### src/rtl/pad_input_conditioner_if.sv
// rtl/pad_input_conditioner_if.sv - raw pad inputs and conditioned per-channel outputs
interface pad_input_conditioner_if #(
   parameter int CHANNELS = 4
);
   logic [CHANNELS-1:0] n_pad_i;
   logic [CHANNELS-1:0] bypass_i;
   logic [CHANNELS-1:0] level_o;
   logic [CHANNELS-1:0] press_o;
   logic [CHANNELS-1:0] release_o;
   logic [CHANNELS-1:0] long_press_o;

   modport master (
      output n_pad_i,
      output bypass_i,
      input  level_o,
      input  press_o,
      input  release_o,
      input  long_press_o
   );

   modport slave (
      input  n_pad_i,
      input  bypass_i,
      output level_o,
      output press_o,
      output release_o,
      output long_press_o
   );
endinterface

### src/rtl/pad_input_conditioner.sv
// rtl/pad_input_conditioner.sv - synchronise, debounce and edge-detect active-low pad inputs
module pad_input_conditioner #(
   parameter int CHANNELS        = 4,
   parameter int SYNC_STAGES     = 2,
   parameter int DEBOUNCE_CYCLES = 64,
   parameter int LONG_CYCLES     = 32768
) (
   input  logic                   clk_i,
   input  logic                   rst_i,
   pad_input_conditioner_if.slave pad
);

   localparam int DW = $clog2(DEBOUNCE_CYCLES + 1);
   localparam int HW = (LONG_CYCLES > 0) ? $clog2(LONG_CYCLES + 1) : 1;
   localparam logic [DW-1:0] DB_LAST = DW'(DEBOUNCE_CYCLES - 1);

   logic [CHANNELS-1:0] level_vec;
   logic [CHANNELS-1:0] press_vec;
   logic [CHANNELS-1:0] release_vec;
   logic [CHANNELS-1:0] long_vec;

   assign pad.level_o      = level_vec;
   assign pad.press_o      = press_vec;
   assign pad.release_o    = release_vec;
   assign pad.long_press_o = long_vec;

   for (genvar c = 0; c < CHANNELS; c++) begin : g_ch
      // Stage 0 samples the pad; the last stage is the metastability-safe copy.
      logic [SYNC_STAGES-1:0] sync_q;
      logic [DW-1:0]          db_cnt_q;
      logic [DW-1:0]          db_cnt_d;
      logic                   level_q;
      logic                   level_d;
      logic                   press_q;
      logic                   release_q;
      logic                   raw;

      assign raw = ~sync_q[SYNC_STAGES-1];

      // Next debounced level: follow raw only after it has differed for the full window.
      always_comb begin
         level_d  = level_q;
         db_cnt_d = '0;
         if (pad.bypass_i[c]) begin
            level_d = raw;
         end else if (raw != level_q) begin
            if (db_cnt_q == DB_LAST) begin
               level_d = raw;
            end else begin
               db_cnt_d = db_cnt_q + 1'b1;
            end
         end
      end

      // Synchroniser, debounce state and registered edge pulses.
      always_ff @(posedge clk_i) begin
         if (rst_i) begin
            sync_q    <= '1;
            db_cnt_q  <= '0;
            level_q   <= 1'b0;
            press_q   <= 1'b0;
            release_q <= 1'b0;
         end else begin
            sync_q    <= {sync_q[SYNC_STAGES-2:0], pad.n_pad_i[c]};
            db_cnt_q  <= db_cnt_d;
            level_q   <= level_d;
            press_q   <= level_d & ~level_q;
            release_q <= ~level_d & level_q;
         end
      end

      assign level_vec[c]   = level_q;
      assign press_vec[c]   = press_q;
      assign release_vec[c] = release_q;

      if (LONG_CYCLES > 0) begin : g_long
         localparam logic [HW-1:0] LONG_LAST = HW'(LONG_CYCLES - 1);
         localparam logic [HW-1:0] LONG_MAX  = HW'(LONG_CYCLES);

         logic [HW-1:0] hold_q;
         logic [HW-1:0] hold_d;
         logic          long_q;

         // Hold time counts cycles with Level high (press cycle included), saturating.
         always_comb begin
            hold_d = hold_q;
            if (!level_d) begin
               hold_d = '0;
            end else if (hold_q != LONG_MAX) begin
               hold_d = hold_q + 1'b1;
            end
         end

         // Single long-press pulse on the step into saturation.
         always_ff @(posedge clk_i) begin
            if (rst_i) begin
               hold_q <= '0;
               long_q <= 1'b0;
            end else begin
               hold_q <= hold_d;
               long_q <= level_d && (hold_q == LONG_LAST);
            end
         end

         assign long_vec[c] = long_q;
      end else begin : g_no_long
         assign long_vec[c] = 1'b0;
      end
   end

endmodule

### src/flat_wrapper.sv
// flat-port wrapper written by rule: the top's interface ports become plain ports
module pad_input_conditioner_flat 
#(
   parameter int CHANNELS        = 4,
   parameter int SYNC_STAGES     = 2,
   parameter int DEBOUNCE_CYCLES = 64,
   parameter int LONG_CYCLES     = 32768
)
  (clk_i, rst_i, pad_n_pad_i, pad_bypass_i, pad_level_o, pad_press_o, pad_release_o, pad_long_press_o);
  pad_input_conditioner_if #(.CHANNELS(CHANNELS)) pad_i ();
  input  logic clk_i;
  input  logic rst_i;
  input wire logic [$bits(pad_i.n_pad_i)-1:0] pad_n_pad_i;
  input wire logic [$bits(pad_i.bypass_i)-1:0] pad_bypass_i;
  output wire logic [$bits(pad_i.level_o)-1:0] pad_level_o;
  output wire logic [$bits(pad_i.press_o)-1:0] pad_press_o;
  output wire logic [$bits(pad_i.release_o)-1:0] pad_release_o;
  output wire logic [$bits(pad_i.long_press_o)-1:0] pad_long_press_o;
  assign pad_i.n_pad_i = pad_n_pad_i;
  assign pad_i.bypass_i = pad_bypass_i;
  assign pad_level_o = pad_i.level_o;
  assign pad_press_o = pad_i.press_o;
  assign pad_release_o = pad_i.release_o;
  assign pad_long_press_o = pad_i.long_press_o;
  pad_input_conditioner #(.CHANNELS(CHANNELS), .SYNC_STAGES(SYNC_STAGES), .DEBOUNCE_CYCLES(DEBOUNCE_CYCLES), .LONG_CYCLES(LONG_CYCLES)) u_core (.clk_i(clk_i), .rst_i(rst_i), .pad(pad_i));
endmodule
### config.mk
export PLATFORM = sky130hd
export DESIGN_NAME = pad_input_conditioner_flat
export DESIGN_NICKNAME = d
export VERILOG_FILES = /design/src/rtl/pad_input_conditioner_if.sv /design/src/rtl/pad_input_conditioner.sv /design/src/flat_wrapper.sv
export SDC_FILE = /design/constraint.sdc
export NUM_CORES = 1
export LEC_CHECK = 0
export BUFFER_PORTS_ARGS = -buffer_cell sky130_fd_sc_hd__buf_4
export CORE_MARGIN = 10
export CORE_UTILIZATION = 45
export CTS_BUF_LIST = sky130_fd_sc_hd__clkbuf_4
export CTS_CLUSTER_SIZE = 10
export DETAILED_ROUTE_END_ITERATION = 8
export HOLD_SLACK_MARGIN = 0.05
export PLACE_DENSITY = 0.63
export SYNTH_ARGS = -nofsm -noshare
export SYNTH_HDL_FRONTEND = slang
export SYNTH_SLANG_ARGS = --single-unit
### constraint.sdc
create_clock -name clk_i -period 1.7 [get_ports clk_i]
set_input_delay 0.17 -clock clk_i [delete_from_list [all_inputs] [get_ports clk_i]]
set_output_delay 0.17 -clock clk_i [all_outputs]
set_load 0.05 [all_outputs]
==> results.sh, run 1 <==
export IMPL_run_status="complete, no violations"
export IMPL_worst_path_max_fanout=19
export IMPL_tritoncts="built"
export IMPL_p_clk_share_pct=40.7
export IMPL_timing_setup_critical_path_class="flop to flop"
export IMPL_first_global_vias=3523
export IMPL_post_synth_and_or_nand_nor_area_fraction_pct=27.5
export IMPL_grt_first_pass_wirelength_um=15500
export IMPL_vias=3739
export IMPL_synth_top_area_share_pct=46.3
export IMPL_worst_endpoint_arrival_ps=2040
export IMPL_placeableCoreArea_um2=10900
export IMPL_synth_largest_area_cell="sky130_fd_sc_hd__dfxtp_1"
export IMPL_clkLatencyLatePin_ps=500
export IMPL_syn_area_per_cell_um2=9.16
export IMPL_post_synth_main_area_contributors="sky130_fd_sc_hd__dfxtp_1 (46%), sky130_fd_sc_hd__nor2_1 (7.0%), sky130_fd_sc_hd__xnor2_1 (7.0%), sky130_fd_sc_hd__xor2_1 (4.5%), sky130_fd_sc_hd__nand3_1 (3.1%)"
export IMPL_synthXorXnorAreaFrac_pct=11.5
export IMPL_route_detailed_vias_per_inst=5.01
export IMPL_mappedNetlistArea_um2=5020
export IMPL_clock_skew_ps=10.2
export IMPL_setup_worst_path_start_class="flop"
export IMPL_mostFrequentLayoutCells="sky130_fd_sc_hd__dfxtp_1 (108), sky130_fd_sc_hd__nor2_1 (94), sky130_fd_sc_hd__xnor2_1 (40)"
export IMPL_routabilityCongestion=0.810
export IMPL_ratio_of_final_minimum_period_to_clock_period_pct=95.8
export IMPL_design_portCount=26
export IMPL_period_needed_ps=1630
export IMPL_layout_core_utilization_pct=53.9
export IMPL_finalNetCount=615
export IMPL_synth_mux_area_fraction_pct=2.42
export IMPL_ys_types=44
export IMPL_cts_root_buffer_cell="sky130_fd_sc_hd__clkbuf_4"
export IMPL_fp_dieW_um=126
export IMPL_warnings_synthesis=0
export IMPL_clock_fmax_ghz=0.614
export IMPL_grt_max_degree=25
export IMPL_grt_overflow_total=0
export IMPL_combinationalPowerShare_pct=3.3
export IMPL_1st_iter_drt_viols=148
export IMPL_initial_antenna_violation_count=0
export IMPL_setup_viol=0
export IMPL_grt_use_total_pct=11.6
export IMPL_timing_hold_violations_final=0
export IMPL_relative_max_transition_margin_pct=69.9
export IMPL_placed_cells_incl_taps=703
export IMPL_clock_buffer_count_from_cts=17
export IMPL_hold_class="primary input to flop"
export IMPL_switching_share_pct=21.8
export IMPL_critPathTopFamily="simple AND/OR/NAND/NOR gates"
export IMPL_fin_setup_tns_ps=0
export IMPL_synthCells=548
export IMPL_synth_seq_cells=116
export IMPL_worst_endpoint_required_ps=2110
export IMPL_post_syn_nets=570
export IMPL_area_growth_pct=17.0
export IMPL_maximum_level_of_the_cts_h_tree=4
export IMPL_diodes=0
export IMPL_cp_slowest_stage_delay_ps=380
export IMPL_largest_voltage_drop_on_the_vdd_net_v=0.000550
export IMPL_seqPwrFrac_pct=56.0
export IMPL_clock_tree_buffer_depth=2
export IMPL_synth_top_family_by_area="simple AND/OR/NAND/NOR gates"
export IMPL_slowest_stage="sky130_fd_sc_hd__dfxtp_2"
export IMPL_count_of_flip_flops_with_a_built_in_enable_after_synthesis=0
export IMPL_power_switching_mw=1.07
export IMPL_synth_yosys_seq_area_share_pct=46.3
export IMPL_layout_commonest_cell="sky130_fd_sc_hd__dfxtp_1"
export IMPL_drv_max_cap_violation_count=0
export IMPL_hpwl_um=6190
export IMPL_die_h_um=126
export IMPL_internal_portion_of_total_power_mw=3.84
export IMPL_wl_per_cell_um=12.1
export IMPL_ys_async_sr_fraction_pct=0
export IMPL_drc_violations_left=0
export IMPL_num_rows=38
export IMPL_leakage_nw=1.99
export IMPL_post_synth_fa_ha_maj_area_fraction_pct=2.99
export IMPL_port_buffers=25
export IMPL_routed_wl_um=9030
export IMPL_timing_max_transition_violations_final=0
export IMPL_timing_critical_path_buf_inv=1
export IMPL_floorplan_initialDensity_pct=46.1
export IMPL_clkTransAtPathRegs_ps=90
export IMPL_total_power_density_per_cell_area_nw_per_um2=836
export IMPL_drive_above_1_share_pct=19.0
export IMPL_floorplan_die_area_um2=15800
export IMPL_worst_slew_pin_slew_ps=448
export IMPL_synth_ff_type="sky130_fd_sc_hd__dfxtp_1"
export IMPL_postRouteAntennaNets=0
export IMPL_drtPass1Iterations=5
export IMPL_fillCellCount=999
export IMPL_cp_cell_sequence="ha_4 > and4_4 > a31oi_4 > mux2i_4 > buf_12 > nor4_4"
export IMPL_share_of_the_synthesized_area_in_compound_gates_ao_oa_aoi_oai_pct=4.44
export IMPL_post_layout_nonfiller_instances=746
export IMPL_clkSinkCount=116
export IMPL_timing_critical_path_to_type="flop"
logic make-up after synthesis:
| family | after synthesis |
|---|---|
| mux | 8 |
| compound gates | 30 |
| flops | 116 |
| fa+ha+maj | 12 |
| simple gates | 270 |
| xor+xnor | 66 |
| buf+inv | 46 |
cell type report:
cell class              count  area, um^2  share of cell area, %
inverters                  23        86.3                   1.47
clock inverters            13         140                   2.39
clock buffers              19         143                   2.43
repair buffers             49         457                   7.78
multi-input cells         386        2540                   43.2
well taps                 140         175                   2.98
flip-flops and latches    116        2330                   39.7
Yosys cell counts (2+ instances only):
master	n
sky130_fd_sc_hd__a211oi_1	3
sky130_fd_sc_hd__a21oi_1	13
sky130_fd_sc_hd__a31oi_4	3
sky130_fd_sc_hd__and2_1	2
sky130_fd_sc_hd__and3_1	10
sky130_fd_sc_hd__and4_1	4
sky130_fd_sc_hd__and4_4	2
sky130_fd_sc_hd__buf_2	4
sky130_fd_sc_hd__buf_4	16
sky130_fd_sc_hd__clkbuf_1	2
sky130_fd_sc_hd__dfxtp_1	116
sky130_fd_sc_hd__ha_1	12
sky130_fd_sc_hd__inv_1	23
sky130_fd_sc_hd__mux2i_1	4
sky130_fd_sc_hd__mux2i_4	3
sky130_fd_sc_hd__nand2_1	30
sky130_fd_sc_hd__nand2b_1	2
sky130_fd_sc_hd__nand3_1	31
sky130_fd_sc_hd__nand3b_1	4
sky130_fd_sc_hd__nand4_1	18
sky130_fd_sc_hd__nor2_1	94
sky130_fd_sc_hd__nor2b_1	4
sky130_fd_sc_hd__nor3_1	16
sky130_fd_sc_hd__nor3b_1	3
sky130_fd_sc_hd__nor4_1	20
sky130_fd_sc_hd__nor4b_1	5
sky130_fd_sc_hd__o21ai_0	5
sky130_fd_sc_hd__or2_2	12
sky130_fd_sc_hd__or3_1	7
sky130_fd_sc_hd__or4_1	2
sky130_fd_sc_hd__xnor2_1	40
sky130_fd_sc_hd__xor2_1	26
worst min-delay path, delay by kind of cell:
kind                   cells  cell delay, ps
and+or+nand+nor            1             140
buffers and inverters      2             220
AOI/OAI and AO/OA          1              40
registers in the layout (all words and copies together) (netlist names):
signal,count
u_core.g_ch.press_q,4
u_core.g_ch.level_q,4
u_core.g_ch.g_long.long_q,4
u_core.g_ch.g_long.hold_q,64
u_core.g_ch.release_q,4
u_core.g_ch.sync_q,8
u_core.g_ch.db_cnt_q,28
power groups by stage:
| stage | sequential (mW) | clock, mW | combinational [mW] |
|---|---|---|---|
| global route | 2.75 | 2.20 | 0.176 |
| floorplan | 2.81 | 0 | 0.0968 |
| finish | 2.75 | 2.00 | 0.160 |
| CTS | 2.75 | 2.08 | 0.155 |
| global placement | 2.81 | 0 | 0.140 |
| detailed placement | 2.81 | 0 | 0.142 |
path summary, 6_finish.rpt:
kind                                                     end                       start  slack (ps)  cells after the start
worst min register to register      u_core.g_ch[0].sync_q[1]    u_core.g_ch[0].sync_q[0]         410                      1
worst max register to register  u_core.g_ch[3].g_long.long_q  u_core.g_ch[3].db_cnt_q[0]          70                      6
worst max-delay path            u_core.g_ch[3].g_long.long_q  u_core.g_ch[3].db_cnt_q[0]          70                      6
worst min-delay path                u_core.g_ch[1].release_q             pad_bypass_i[1]         120                      4
layer usage:
metal	global-route usage (%)	part of all wire, %	up-vias
met1	13.1	48	1737
met5	0	0	-
met2	18.9	47	46
li1	-	-	1948
met3	4.60	4.3	8
met4	4.88	1.1	0
metrics by stage:
stage | instance area [um^2] | setup slack, ps | total power, mW | hold WS, ps
2_1_floorplan | 5040 | 6.35 | 2.90 | 274
3_3_place_gp | 5380 | 53.2 | 2.95 | 358
3_5_place_dp | 5380 | -30.9 | 2.95 | 358
4_1_cts | 5750 | 9.05 | 4.98 | 65.4
5_1_grt | 5870 | -6.18 | 5.13 | 75.2
6_report | 5870 | 70.9 | 4.91 | 118
timing repair:
action                                 4_1_cts  5_1_grt
hold buffers                                 7        0
pin swaps                                    0        3
gates cloned                                 0        2
setup endpoints to repair                    1       36
endpoints found under the hold margin       15        0
gates resized for setup                      2       19
buffers inserted                             0        2
No activity file was read; power rests on OpenSTA's default activity.
==> run 2, diff against run 1 <==
- MAX_ROUTING_LAYER: default -> met4
- PLACE_DENSITY: 0.63 -> 0.61
- clock period: 1.7 -> 1.6 ns (I/O delays scaled with it)
==> run 2 against run 1 <==
Against the previous run:
- the flow now finishes with violations (negative setup slack)
- setup slack got worse by 120 ps
- core utilization rose by 4.2 points
- critical endpoint is now u_core.g_ch[2].g_long.hold_q[9]
- highest routed layer unchanged
- non-clock buffer count rose by 37
- cell area increased by 7.8%
- sequential share of layout area shrank 2.8 points
- combinational power up 27%
- clock skew grew 1.6 ps
- global-route usage up 1.2 points
- flip-flop and latch count did not move
- sequential power grew 6%
- clock-buffer cell count stayed put
- worst hold slack lost 20 ps
==> results.sh, run 2 (synthesis gave the netlist of run 1 again) <==
export IMPL_rsz_0062_raised_after_global_routing="true"
export IMPL_worst_slew_pin_slew_ps=416
export IMPL_timing_setup_critical_path_class="flop to flop"
export IMPL_clkLatencyLatePin_ps=520
export IMPL_clkTransAtPathRegs_ps=100
export IMPL_routabilityCongestion=0.823
export IMPL_total_power_density_per_cell_area_nw_per_um2=882
export IMPL_worst_endpoint_required_ps=2010
export IMPL_grt_overflow_total=0
export IMPL_hpwl_um=6570
export IMPL_violations="negative setup slack"
export IMPL_mostFrequentLayoutCells="sky130_fd_sc_hd__dfxtp_1 (105), sky130_fd_sc_hd__nor2_1 (85), sky130_fd_sc_hd__buf_4 (61)"
export IMPL_drv_max_cap_violation_count=0
export IMPL_largest_register_ff_count=64
export IMPL_routed_wl_um=9890
export IMPL_maximum_level_of_the_cts_h_tree=4
export IMPL_diodes=0
export IMPL_largest_voltage_drop_on_the_vdd_net_v=0.000838
export IMPL_clock_tree_buffer_depth=2
export IMPL_floorplan_initialDensity_pct=46.1
export IMPL_num_rows=38
export IMPL_layout_core_utilization_pct=58.1
export IMPL_grt_use_total_pct=12.7
export IMPL_clkSinkCount=116
export IMPL_layout_commonest_cell="sky130_fd_sc_hd__dfxtp_1"
export IMPL_fp_dieW_um=126
export IMPL_largest_register="u_core.g_ch.g_long.hold_q"
export IMPL_wl_per_cell_um=12.6
export IMPL_timing_hold_violations_final=0
export IMPL_1st_iter_drt_viols=189
export IMPL_fin_setup_tns_ps=-589
export IMPL_leakage_nw=2.18
export IMPL_worst_endpoint_arrival_ps=2060
export IMPL_route_detailed_vias_per_inst=4.99
export IMPL_placedInstanceArea_um2=5520
export IMPL_ratio_of_final_minimum_period_to_clock_period_pct=103
export IMPL_clock_skew_ps=11.8
export IMPL_finalNetCount=652
export IMPL_design_portCount=26
export IMPL_drtPass1Iterations=4
export IMPL_grt_max_degree=25
export IMPL_placeableCoreArea_um2=10900
export IMPL_timing_critical_path_to_type="flop"
export IMPL_die_h_um=126
export IMPL_first_global_vias=3743
export IMPL_period_needed_ps=1650
export IMPL_floorplan_die_area_um2=15800
export IMPL_hold_class="primary input to flop"
export IMPL_fillCellCount=963
export IMPL_multi_input_comb_area_um2=2620
export IMPL_port_buffers=25
export IMPL_ff_latch_area_um2=2340
export IMPL_clock_fmax_ghz=0.608
export IMPL_biggestRegsByFlops="u_core.g_ch.g_long.hold_q: 64 flops, u_core.g_ch.db_cnt_q: 28 flops, u_core.g_ch.sync_q: 8 flops"
export IMPL_cts_root_buffer_cell="sky130_fd_sc_hd__clkbuf_4"
export IMPL_tritoncts="built"
export IMPL_run_status="complete, but fails checks"
export IMPL_relative_max_transition_margin_pct=72.1
export IMPL_finalInstanceArea_um2=6330
export IMPL_postLayoutSetupSlackWorst_ps=-45.8
export IMPL_postRouteAntennaNets=0
export IMPL_worst_path_max_fanout=5
export IMPL_grt_first_pass_wirelength_um=16500
export IMPL_initial_antenna_violation_count=0
export IMPL_fin_worst_hold_slack_ps=98.5
export IMPL_setup_worst_path_start_class="flop"
export IMPL_timing_max_transition_violations_final=0
export IMPL_setup_viol=24
export IMPL_clock_buffer_count_from_cts=17
export IMPL_area_growth_pct=26.1
export IMPL_drive_above_1_share_pct=25.8
export IMPL_vias=3904
export IMPL_finalPower_mw=5.58
export IMPL_drc_violations_left=0
==> run 2: layout make-up <==
type                            count  share of cell area [%]
Sequential cell                   116                    37.0
Clock inverter                     13                    2.97
Inverter                           23                    1.36
Multi-Input combinational cell    386                    41.4
Clock buffer                       19                    2.25
Tap cell                          140                    2.77
Timing Repair Buffer               86                    12.3
==> run 2: power by group <==
group	switching (mW)	internal, mW	total, mW
Combinational	0.0967	0.107	0.204
Clock	1.05	1.41	2.46
Sequential	0.0156	2.90	2.92
Total	1.16	4.42	5.58
==> run 2: critical path, cell delays in order, from the launching register on <==
cell	delay, ps
sky130_fd_sc_hd__dfxtp_2	340
sky130_fd_sc_hd__ha_4	150
sky130_fd_sc_hd__and4_4	200
sky130_fd_sc_hd__a31oi_4	220
sky130_fd_sc_hd__mux2i_4	380
sky130_fd_sc_hd__clkbuf_16	220
sky130_fd_sc_hd__nor2_1	40
==> run 2: path summary, 6_finish.rpt <==
check | start | endpoint | slack, ps | cells after the start
max | u_core.g_ch[2].db_cnt_q[0] | u_core.g_ch[2].g_long.hold_q[9] | -50 | 6
min | pad_bypass_i[1] | u_core.g_ch[1].db_cnt_q[1] | 100 | 4
min reg2reg | u_core.g_ch[1].db_cnt_q[0] | u_core.g_ch[1].db_cnt_q[0] | 440 | 1
max reg2reg | u_core.g_ch[2].db_cnt_q[0] | u_core.g_ch[2].g_long.hold_q[9] | -50 | 6
==> run 2: routing by layer <==
layer	vias up	global-route usage (%)	part of all wire (%)
met3	14	4.27	3.6
met2	57	19.8	48
li1	2031	-	-
met5	-	-	0
met4	0	5.49	1.6
met1	1802	14.6	47
==> run 2: timing repair <==
action / 4_1_cts / 5_1_grt
hold endpoints to repair: 28 / 4
hold buffers: 15 / 1
setup buffers: 2 / 8
resized for setup: 3 / 43
cloned: 0 / 4
endpoints found under the setup margin: 29 / 78
pin swaps: 1 / 10
==> run 2: per-stage QoR <==
stage,setup slack [ps],instances
finish,-45.8,783
global route,-86.5,783
CTS,-21.7,770
detailed placement,-15.7,721
global placement,23.8,721
floorplan,4.42,548
